**src/rtl/systolic_feeder_if.sv**
```systemverilog
// Operand slice stream into the systolic feeder: valid/ready handshake carrying one
// A-column / B-row slice per beat.
interface systolic_feeder_if;
  logic              in_valid;
  logic              in_ready;
  logic              in_last;
  logic signed [7:0] in_a1;
  logic signed [7:0] in_a2;
  logic signed [7:0] in_b1;
  logic signed [7:0] in_b2;

  modport master (
    output in_valid, in_last, in_a1, in_a2, in_b1, in_b2,
    input  in_ready
  );

  modport slave (
    input  in_valid, in_last, in_a1, in_a2, in_b1, in_b2,
    output in_ready
  );
endinterface

```
**src/rtl/systolic_feeder.sv**
```systemverilog
// Buffers a K-deep operand stream and replays it diagonally skewed, with array controls,
// into the 2x2 int8 systolic block. Define SYSTOLIC_FEEDER_REPLAY_EN to enable operand replay.
module systolic_feeder #(
  parameter int unsigned KMAX = 16,
  localparam int unsigned KW = $clog2(KMAX + 1),
  localparam int unsigned RW = $clog2(KMAX + 7),
  localparam int unsigned IW = (KMAX > 1) ? $clog2(KMAX) : 1
) (
  input  logic                 clk,
  input  logic                 reset,
  systolic_feeder_if.slave     in_if,
  input  logic                 replay,
  output logic                 busy,
  output logic                 done,
  output logic [KW-1:0]        k_len,
  output logic signed [7:0]    a1X,
  output logic signed [7:0]    a2X,
  output logic signed [7:0]    bX1,
  output logic signed [7:0]    bX2,
  output logic                 start,
  output logic                 enable,
  output logic                 push11,
  output logic                 pushedge,
  output logic                 push22
);

  typedef enum logic {StIdle, StRun} state_e;

  state_e            state_q, state_d;
  logic [RW-1:0]     r_q, r_d;
  logic [KW-1:0]     count_q, count_d, k_len_d;
  logic              in_ready_q, in_ready_d;
  logic              busy_d, done_d, start_d, enable_d;
  logic              push11_d, pushedge_d, push22_d;
  logic signed [7:0] a1x_d, a2x_d, bx1_d, bx2_d;

  logic signed [7:0] a0_buf [KMAX];
  logic signed [7:0] a1_buf [KMAX];
  logic signed [7:0] b0_buf [KMAX];
  logic signed [7:0] b1_buf [KMAX];

  logic              accept, last_beat, replay_go, go, run_d;
  int unsigned       r_i, k_i;

`ifdef SYSTOLIC_FEEDER_REPLAY_EN
  // A simultaneous beat takes priority over replay.
  assign replay_go = (state_q == StIdle) && in_ready_q && replay && !in_if.in_valid &&
                     (count_q == '0) && (k_len != '0);
`else
  logic unused_replay;
  assign unused_replay = replay;
  assign replay_go     = 1'b0;
`endif

  assign in_if.in_ready = in_ready_q;

  // Everything below describes the *next* cycle so every output leaves a flop.
  always_comb begin
    accept    = (state_q == StIdle) && in_ready_q && in_if.in_valid;
    last_beat = accept && (in_if.in_last || (32'(count_q) == KMAX - 1));
    go        = last_beat || replay_go;
    k_i       = last_beat ? 32'(count_q) + 1 : 32'(k_len);

    run_d = 1'b0;
    r_i   = 0;
    if (go) begin
      run_d = 1'b1;
    end else if ((state_q == StRun) && (32'(r_q) != k_i + 6)) begin
      run_d = 1'b1;
      r_i   = 32'(r_q) + 1;
    end
    state_d = run_d ? StRun : StIdle;

    count_d = count_q;
    if (accept) begin
      count_d = count_q + 1'b1;
    end else if ((state_q == StRun) && !run_d) begin
      count_d = '0;
    end

    k_len_d    = KW'(k_i);
    r_d        = RW'(r_i);
    in_ready_d = !run_d;

    busy_d     = 1'b0;
    done_d     = 1'b0;
    start_d    = 1'b0;
    enable_d   = 1'b0;
    push11_d   = 1'b0;
    pushedge_d = 1'b0;
    push22_d   = 1'b0;
    a1x_d      = '0;
    a2x_d      = '0;
    bx1_d      = '0;
    bx2_d      = '0;
    if (run_d) begin
      busy_d     = 1'b1;
      start_d    = (r_i == 0);
      enable_d   = (r_i >= 1) && (r_i <= k_i + 2);
      push11_d   = (r_i == k_i + 3);
      pushedge_d = (r_i == k_i + 4);
      push22_d   = (r_i == k_i + 5);
      done_d     = (r_i == k_i + 6);
      // Row 2 / column 2 lag row 1 / column 1 by one cycle to form the diagonal wavefront.
      if ((r_i >= 1) && (r_i <= k_i)) begin
        a1x_d = a0_buf[IW'(r_i - 1)];
        bx1_d = b0_buf[IW'(r_i - 1)];
      end
      if ((r_i >= 2) && (r_i <= k_i + 1)) begin
        a2x_d = a1_buf[IW'(r_i - 2)];
        bx2_d = b1_buf[IW'(r_i - 2)];
      end
    end
  end

  always_ff @(posedge clk or posedge reset) begin
    if (reset) begin
      state_q    <= StIdle;
      r_q        <= '0;
      count_q    <= '0;
      k_len      <= '0;
      in_ready_q <= 1'b0;
      busy       <= 1'b0;
      done       <= 1'b0;
      start      <= 1'b0;
      enable     <= 1'b0;
      push11     <= 1'b0;
      pushedge   <= 1'b0;
      push22     <= 1'b0;
      a1X        <= '0;
      a2X        <= '0;
      bX1        <= '0;
      bX2        <= '0;
    end else begin
      state_q    <= state_d;
      r_q        <= r_d;
      count_q    <= count_d;
      k_len      <= k_len_d;
      in_ready_q <= in_ready_d;
      busy       <= busy_d;
      done       <= done_d;
      start      <= start_d;
      enable     <= enable_d;
      push11     <= push11_d;
      pushedge   <= pushedge_d;
      push22     <= push22_d;
      a1X        <= a1x_d;
      a2X        <= a2x_d;
      bX1        <= bx1_d;
      bX2        <= bx2_d;
    end
  end

  always_ff @(posedge clk) begin
    if (accept) begin
      a0_buf[count_q[IW-1:0]] <= in_if.in_a1;
      a1_buf[count_q[IW-1:0]] <= in_if.in_a2;
      b0_buf[count_q[IW-1:0]] <= in_if.in_b1;
      b1_buf[count_q[IW-1:0]] <= in_if.in_b2;
    end
  end

endmodule

```
**src/flat_wrapper.sv**
```systemverilog
// flat-port wrapper written by rule: the top's interface ports become plain ports
module systolic_feeder_flat 
#(
  parameter int unsigned KMAX = 16,
  localparam int unsigned KW = $clog2(KMAX + 1),
  localparam int unsigned RW = $clog2(KMAX + 7),
  localparam int unsigned IW = (KMAX > 1) ? $clog2(KMAX) : 1
)
  (clk, reset, replay, busy, done, k_len, a1X, a2X, bX1, bX2, start, enable, push11, pushedge, push22, in_if_in_valid, in_if_in_last, in_if_in_a1, in_if_in_a2, in_if_in_b1, in_if_in_b2, in_if_in_ready);
  systolic_feeder_if in_if_i ();
  input  logic clk;
  input  logic reset;
  input  logic replay;
  output logic busy;
  output logic done;
  output logic [KW-1:0] k_len;
  output logic signed [7:0] a1X;
  output logic signed [7:0] a2X;
  output logic signed [7:0] bX1;
  output logic signed [7:0] bX2;
  output logic start;
  output logic enable;
  output logic push11;
  output logic pushedge;
  output logic push22;
  input wire logic [$bits(in_if_i.in_valid)-1:0] in_if_in_valid;
  input wire logic [$bits(in_if_i.in_last)-1:0] in_if_in_last;
  input wire logic [$bits(in_if_i.in_a1)-1:0] in_if_in_a1;
  input wire logic [$bits(in_if_i.in_a2)-1:0] in_if_in_a2;
  input wire logic [$bits(in_if_i.in_b1)-1:0] in_if_in_b1;
  input wire logic [$bits(in_if_i.in_b2)-1:0] in_if_in_b2;
  output wire logic [$bits(in_if_i.in_ready)-1:0] in_if_in_ready;
  assign in_if_i.in_valid = in_if_in_valid;
  assign in_if_i.in_last = in_if_in_last;
  assign in_if_i.in_a1 = in_if_in_a1;
  assign in_if_i.in_a2 = in_if_in_a2;
  assign in_if_i.in_b1 = in_if_in_b1;
  assign in_if_i.in_b2 = in_if_in_b2;
  assign in_if_in_ready = in_if_i.in_ready;
  systolic_feeder #(.KMAX(KMAX)) u_core (.clk(clk), .reset(reset), .in_if(in_if_i), .replay(replay), .busy(busy), .done(done), .k_len(k_len), .a1X(a1X), .a2X(a2X), .bX1(bX1), .bX2(bX2), .start(start), .enable(enable), .push11(push11), .pushedge(pushedge), .push22(push22));
endmodule
```
**config.mk**
```make
export PLATFORM = sky130hd
export DESIGN_NAME = systolic_feeder_flat
export DESIGN_NICKNAME = d
export VERILOG_FILES = /design/src/rtl/systolic_feeder_if.sv /design/src/rtl/systolic_feeder.sv /design/src/flat_wrapper.sv
export SDC_FILE = /design/constraint.sdc
export NUM_CORES = 1
export LEC_CHECK = 0
export BUFFER_PORTS_ARGS = -buffer_cell sky130_fd_sc_hd__buf_2
export CORE_UTILIZATION = 50
export CTS_CLUSTER_DIAMETER = 80
export DETAILED_ROUTE_END_ITERATION = 7
export PLACE_DENSITY = 0.67
export SYNTH_ARGS = -nofsm -noshare
export SYNTH_HDL_FRONTEND = slang
export SYNTH_SLANG_ARGS = --single-unit
```
**constraint.sdc**
```tcl
create_clock -name clk -period 12.3 [get_ports clk]
set_input_delay 0.615 -clock clk [delete_from_list [all_inputs] [get_ports clk]]
set_output_delay 0.615 -clock clk [all_outputs]
set_load 0.05 [all_outputs]
```
### After elaboration in Yosys (flattened, before gate mapping)

Memories as Yosys holds them, arrays and structs flattened.
Index checks and enable logic that the tools add are counted.

| operators by class | value |
|---|---|
| add/subtract/negate cells | 11 |
| magnitude comparators | 5 |
| equal/unequal tests | 6 |
| multiplexer cells | 24 |
| bitwise operators | 1 |
| reduce and logical (&&, ||, !) cells | 12 |

Operators by type and width:

| operator | number |
|---|---|
| 32-bit equality test | 4 |
| 32-bit by 3-bit adder with 32-bit output (second input constant) | 3 |
| 32-bit less-or-equal comparator | 3 |
| 32-bit two-way mux | 3 |
| 32-bit by 2-bit adder with 32-bit output (second input constant) | 2 |
| 8-bit two-way mux | 8 |
| 32-bit by 1-bit adder with 32-bit output (second input constant) | 1 |
| 32-bit by 1-bit greater-or-equal comparator with 1-bit output (second input constant) | 1 |
| 32-bit by 2-bit greater-or-equal comparator with 1-bit output (second input constant) | 1 |
| 32-bit logical NOT | 1 |
| 5-bit by 32-bit != test with 1-bit output | 1 |
| 5-bit by 1-bit adder with 6-bit output (second input constant) | 2 |
| 1-bit two-way mux | 11 |
| 5-bit two-way mux | 2 |
| 1-bit logical AND | 8 |
| 5-bit by 1-bit adder with 5-bit output (second input constant) | 1 |
| 5-bit by 4-bit equality test with 1-bit output (second input constant) | 1 |
| 4-bit by 1-bit subtractor with 4-bit output (second input constant) | 1 |
| 4-bit by 2-bit subtractor with 4-bit output (second input constant) | 1 |
| 2-bit nonzero test | 1 |
| 1-bit logical NOT | 1 |
| 1-bit logical OR | 1 |
| 1-bit NOT | 1 |

| storage, ports and cells | value |
|---|---|
| register bits after elaboration | 55 |
| memory bits (writable) | 512 |
| output and inout port bits | 45 |
| memories | 4 |

Memories:

| name | words | width | rd ports | clocked after Yosys merged registers in | wr ports | line | source |
|---|---|---|---|---|---|---|---|
| u_core.a0_buf | 16 | 8 | 1 | 0 | 1 | systolic_feeder.sv:37 | `logic signed [7:0] a0_buf [KMAX];` |
| u_core.a1_buf | 16 | 8 | 1 | 0 | 1 | systolic_feeder.sv:38 | `logic signed [7:0] a1_buf [KMAX];` |
| u_core.b0_buf | 16 | 8 | 1 | 0 | 1 | systolic_feeder.sv:39 | `logic signed [7:0] b0_buf [KMAX];` |
| u_core.b1_buf | 16 | 8 | 1 | 0 | 1 | systolic_feeder.sv:40 | `logic signed [7:0] b1_buf [KMAX];` |

### Longest topological paths before layout

| depth | value |
|---|---|
| depth in word-level cells | 14 |
| depth in mapped cells | 28 |

### Worst setup path before layout

Ideal clock, no wire load.

| path | value |
|---|---|
| path kind | reg-to-reg |
| start | register u_core.count_q[1] |
| end | register u_core.a2X[4] |
| arrival time | 6.139 ns |
| setup slack | 6.090 ns |
| stages on the path, launching flop included | 29 |
| path buffers | 5 |
| cells stage by stage | dfrtp_1 > ha_1 > buf_2 > and3_1 > ha_1 > or2_2 > nand2_4 > buf_6 > o21ai_1 > inv_1 > ha_1 > xnor2_1 > xnor2_1 > or4_1 > buf_4 > o21ai_4 > inv_1 > clkbuf_1 > ha_1 > nor2b_1 > o21a_1 > o21a_1 > o21a_1 > o21a_1 > o22a_1 > or3_1 > buf_2 > or4_1 > nand4_1 |

| between the ends | value |
|---|---|
| cells in the longest elaborated chain, start to end | 13 |
| elaborated cells on any way between the ends | 20 |

Ends and longest elaborated chain:

| what | line | source |
|---|---|---|
| start, declared | systolic_feeder.sv:31 | `logic [KW-1:0] count_q, count_d, k_len_d;` |
| start signal, assigned | systolic_feeder.sv:137 | `count_q <= count_d;` |
| parallel branches: the longest is 8 deep, another holds 32-bit by 3-bit adder with 32-bit output | -- |  |
| 32-bit two-way mux * | systolic_feeder.sv:66 | `if (go) begin` |
| net u_core.r_i[1] | systolic_feeder.sv:43 | `int unsigned r_i, k_i;` |
| 4-bit by 2-bit subtractor with 4-bit output (tied with other cells) | systolic_feeder.sv:110 | `a2x_d = a1_buf[IW'(r_i - 2)];` |
| memory read 16 x 8 bit or 1-bit logical AND (tied branches) | -- |  |
| 8-bit two-way mux * | systolic_feeder.sv:109 | `if ((r_i >= 2) && (r_i <= k_i + 1)) begin` |
| 8-bit two-way mux * | systolic_feeder.sv:96 | `if (run_d) begin` |
| net u_core.a2x_d[4] | systolic_feeder.sv:35 | `logic signed [7:0] a1x_d, a2x_d, bx1_d, bx2_d;` |
| end signal, assigned | systolic_feeder.sv:131 | `a2X <= '0;` |
| end signal, assigned | systolic_feeder.sv:148 | `a2X <= a2x_d;` |
| end, declared | systolic_feeder.sv:17 | `output logic signed [7:0] a2X,` |

Mark *: on every way through the listed nets, which the timed path passes.
A chain may end at the register's enable or synchronous reset.

### Final worst setup path

| path | value |
|---|---|
| start | register u_core.count_q[0] |
| end | register u_core.bX2[0] |

| between the ends | value |
|---|---|
| cells in the longest elaborated chain, start to end | 13 |
| elaborated cells on any way between the ends | 20 |

Ends and longest elaborated chain:

| what | line | source |
|---|---|---|
| parallel branches: the longest is 12 deep, another holds 32-bit by 3-bit adder with 32-bit output | -- |  |
| 8-bit two-way mux * | systolic_feeder.sv:96 |  |
| net u_core.bx2_d[0] | systolic_feeder.sv:35 |  |
| end signal, assigned | systolic_feeder.sv:133 | `bX2 <= '0;` |
| end signal, assigned | systolic_feeder.sv:150 | `bX2 <= bx2_d;` |
| end, declared | systolic_feeder.sv:19 | `output logic signed [7:0] bX2,` |

Marked as above.

==> flow_summary.toml <==
[run_status]
outcome = "finished clean"

[cts]
ctsHtreeMaxLevel = 2
cts-resized-gates = 0
cts_tree = "done"
cts_root_buf = "clkbuf_16"
cts_setup_buffers = 0
clkSlewWorstSetupHoldPaths_ps = 60
cts_made_buffers = 55
clkSinkCount = 567
clk_path_buf_depth = 3
holdBufCountCts = 0
clkLatencyLatePin_ps = 600

[floorplan]
fp.dieW_um = 218
start_util_pct = 51.0
rows = 78
core_area_um2 = 45600
die_h_um = 218
io_pins = 82
fp.dieArea_um2 = 47300

[route]
dr.pass1.iters = 5
drcViolationCount = 0
vias = 12500
drt_iter0_markers = 1313
wire_per_inst_um = 25.8
drtAntennaViolNets = 0
drt-vias-per-instance = 6.06
routed_wl_mm = 53.3

[yosys]
yosysWarnings = 0
synth_seq_area_share_pct = 72.1
yosysTopAreaCell = "edfxtp_1"
syn_area_per_cell_um2 = 17.5
netlist_area_um2 = 23200
synth_cells = 1329
yosys_most_used_dff = "edfxtp_1"
synth_cell_types = 86
synthArstFlopShare_pct = 9.70
ys_seq_elements = 567
synth_top_area_share_pct = 66.2
synth_edf_count = 512
synthesis.nets = 1397
yosys-top-cells-area = "edfxtp_1, mux2i_1, dfrtp_1"

[critical_path]
cp-start-kind = "flip-flop"
worstReg2RegEnd = "u_core.bX2[0]"
r2r_slack_ps = 4640
r2r_start = "u_core.count_q[0]"
required_ps = 12830
path_max_fanout = 25
worstPathArrival_ps = 8190
crit_type = "flip-flop to flip-flop"
rr_worst_depth = 23
endpoint_kind = "flip-flop"

[pwr]
power.density_nw_per_um2 = 241
ir_drop_uv = 184
leakagePower_nw = 9.01
power_mw = 6.30

[global_route]
antenna_found_initial = 4
grt_usage_pct = 22.8
grt_pass1_vias = 12400
grt_max_degree = 61
grt_pass1_wl_mm = 79.4
grt_overflow_total = 0

[layout]
nNetsFinal = 1492
layout-drive-gt1-share_pct = 19.9
mostFrequentLayoutCell = "edfxtp_1"
final_cell_mix = "edfxtp_1, mux2i_1, buf_2, clkbuf_16, dfrtp_1"
design_area_um2 = 26100
num_antenna_cells = 0
syn_to_final_growth_pct = 12.4

[timing]
setup_viol = 0
min_period_ps = 7660
slew_violations = 0
setup_tns_ps = 0
finClkSkew_ps = 19.3
slew-limit-headroom_pct = 23.1
fmax_mhz = 131
worstMarginPinSlew_ps = 1140
hold_viol_final = 0
fin_crit_sh_pct = 62.2
rsz0062_at_grt = "false"

[run]
maxCapViolations = 0

[worst_hold_path]
hold_path_class = "input pin to async pin"

[placement]
place_congestion = 0.812
placed_cell_area_um2 = 24300
dp_hpwl_mm = 27.2
io_buffers = 80
-- per-layer routing --
layer / share of wire (%) / vias to the layer above / GRT usage [%]
met1: 45 / 6497 / 33.2
met3: 5.7 / 74 / 3.38
met2: 47 / 410 / 35.9
met5: 0.090 / - / 0
li1: - / 5551 / -
met4: 1.9 / 8 / 6.48
-- worst max-delay path, cell delays in order (launching register included) --
cell,delay (ps)
dfrtp_1,520
ha_1,440
and3_1,210
ha_1,160
or2_2,170
nand2_4,130
o21ai_1,500
inv_1,210
ha_1,290
xnor2_1,150
xnor2_1,170
or4_1,770
o21ai_4,810
inv_1,170
ha_1,350
nor2b_1,140
o21a_1,160
o21a_1,170
o21a_1,160
o21a_1,160
o22a_1,280
or3_1,710
or4_1,640
nand4_1,120
-- per-stage QoR --
step	cells	utilization, %	hold slack [ps]	setup WS [ps]
after floorplan	1329	-	472	6090
after global routing	2070	57.3	385	4220
final	2070	57.3	327	4640
after CTS	2070	57.3	356	4660
after global placement	1967	53.3	502	4770
after detailed placement	1967	53.3	504	4690
-- sequential cells by signal, summed over array words and instances, names as in the netlist --
name and count:
u_core.a0_buf 128, u_core.a1_buf 128, u_core.b0_buf 128, u_core.b1_buf 128, u_core.a1X 8, u_core.a2X 8, u_core.bX1 8, u_core.bX2 8
u_core.count_q 5, u_core.k_len 5, u_core.r_q 5, u_core.busy 1, u_core.done 1, u_core.enable 1, u_core.in_if.in_ready 1, u_core.push11 1
u_core.push22 1, u_core.pushedge 1, u_core.start 1
-- synthesized netlist by cell type (5+ instances only) --
cell and number:
a21o_1 6, a21oi_1 17, a221oi_1 16, a22oi_1 11, a2bb2oi_1 39, and2_1 19
buf_1 5, buf_2 18, buf_4 9, buf_6 6, clkbuf_1 33, dfrtp_1 55
edfxtp_1 512, ha_1 31, inv_1 20, mux2_2 9, mux2i_1 160, mux4_2 32
nand2_1 28, nand3_1 7, nand4_1 13, nor2_1 18, nor3_1 10, nor4_1 6
o211ai_1 42, o21ai_0 29, o22a_1 5, o22ai_1 36, or4_1 9, xnor2_1 24
xor2_1 5
-- worst max-delay path by stage --
stage / startpoint / end / cells past startpoint
after detailed placement: u_core.count_q[0] / u_core.bX2[0] / 23
after global placement: u_core.count_q[0] / u_core.a2X[2] / 23
final: u_core.count_q[0] / u_core.bX2[0] / 23
after CTS: u_core.count_q[0] / u_core.a2X[0] / 23
after floorplan: u_core.count_q[1] / u_core.a2X[4] / 28
after global routing: u_core.count_q[0] / u_core.bX2[0] / 23
-- cells by family after synthesis --
group,after synthesis,synth area share (%)
AO/OA/AOI/OAI,254,8.50
XOR/XNOR,35,1.64
adder cells (fa/ha/maj),31,1.67
buffers and inverters,98,2.06
flip-flops,567,72.1
multiplexers,201,10.4
AND/OR/NAND/NOR,143,3.57
-- where the power goes --
| part | total [mW] | internal, mW | switching (mW) |
|---|---|---|---|
| combinational | 2.34 | 0.896 | 1.44 |
| clock | 1.68 | 0.979 | 0.699 |
| sequential | 2.28 | 2.21 | 0.0709 |
| total | 6.30 | 4.09 | 2.21 |
-- cell type report --
class                   count  area [µm²]
multi-input cells         664        6060
inverters                  25         101
repair buffers            111         633
clock buffers              84        1640
clock inverters            19         175
well taps                 600         751
flip-flops and latches    567       16800
fillers                  3398       19500
Note: power is estimated with default switching activity, not from simulation.
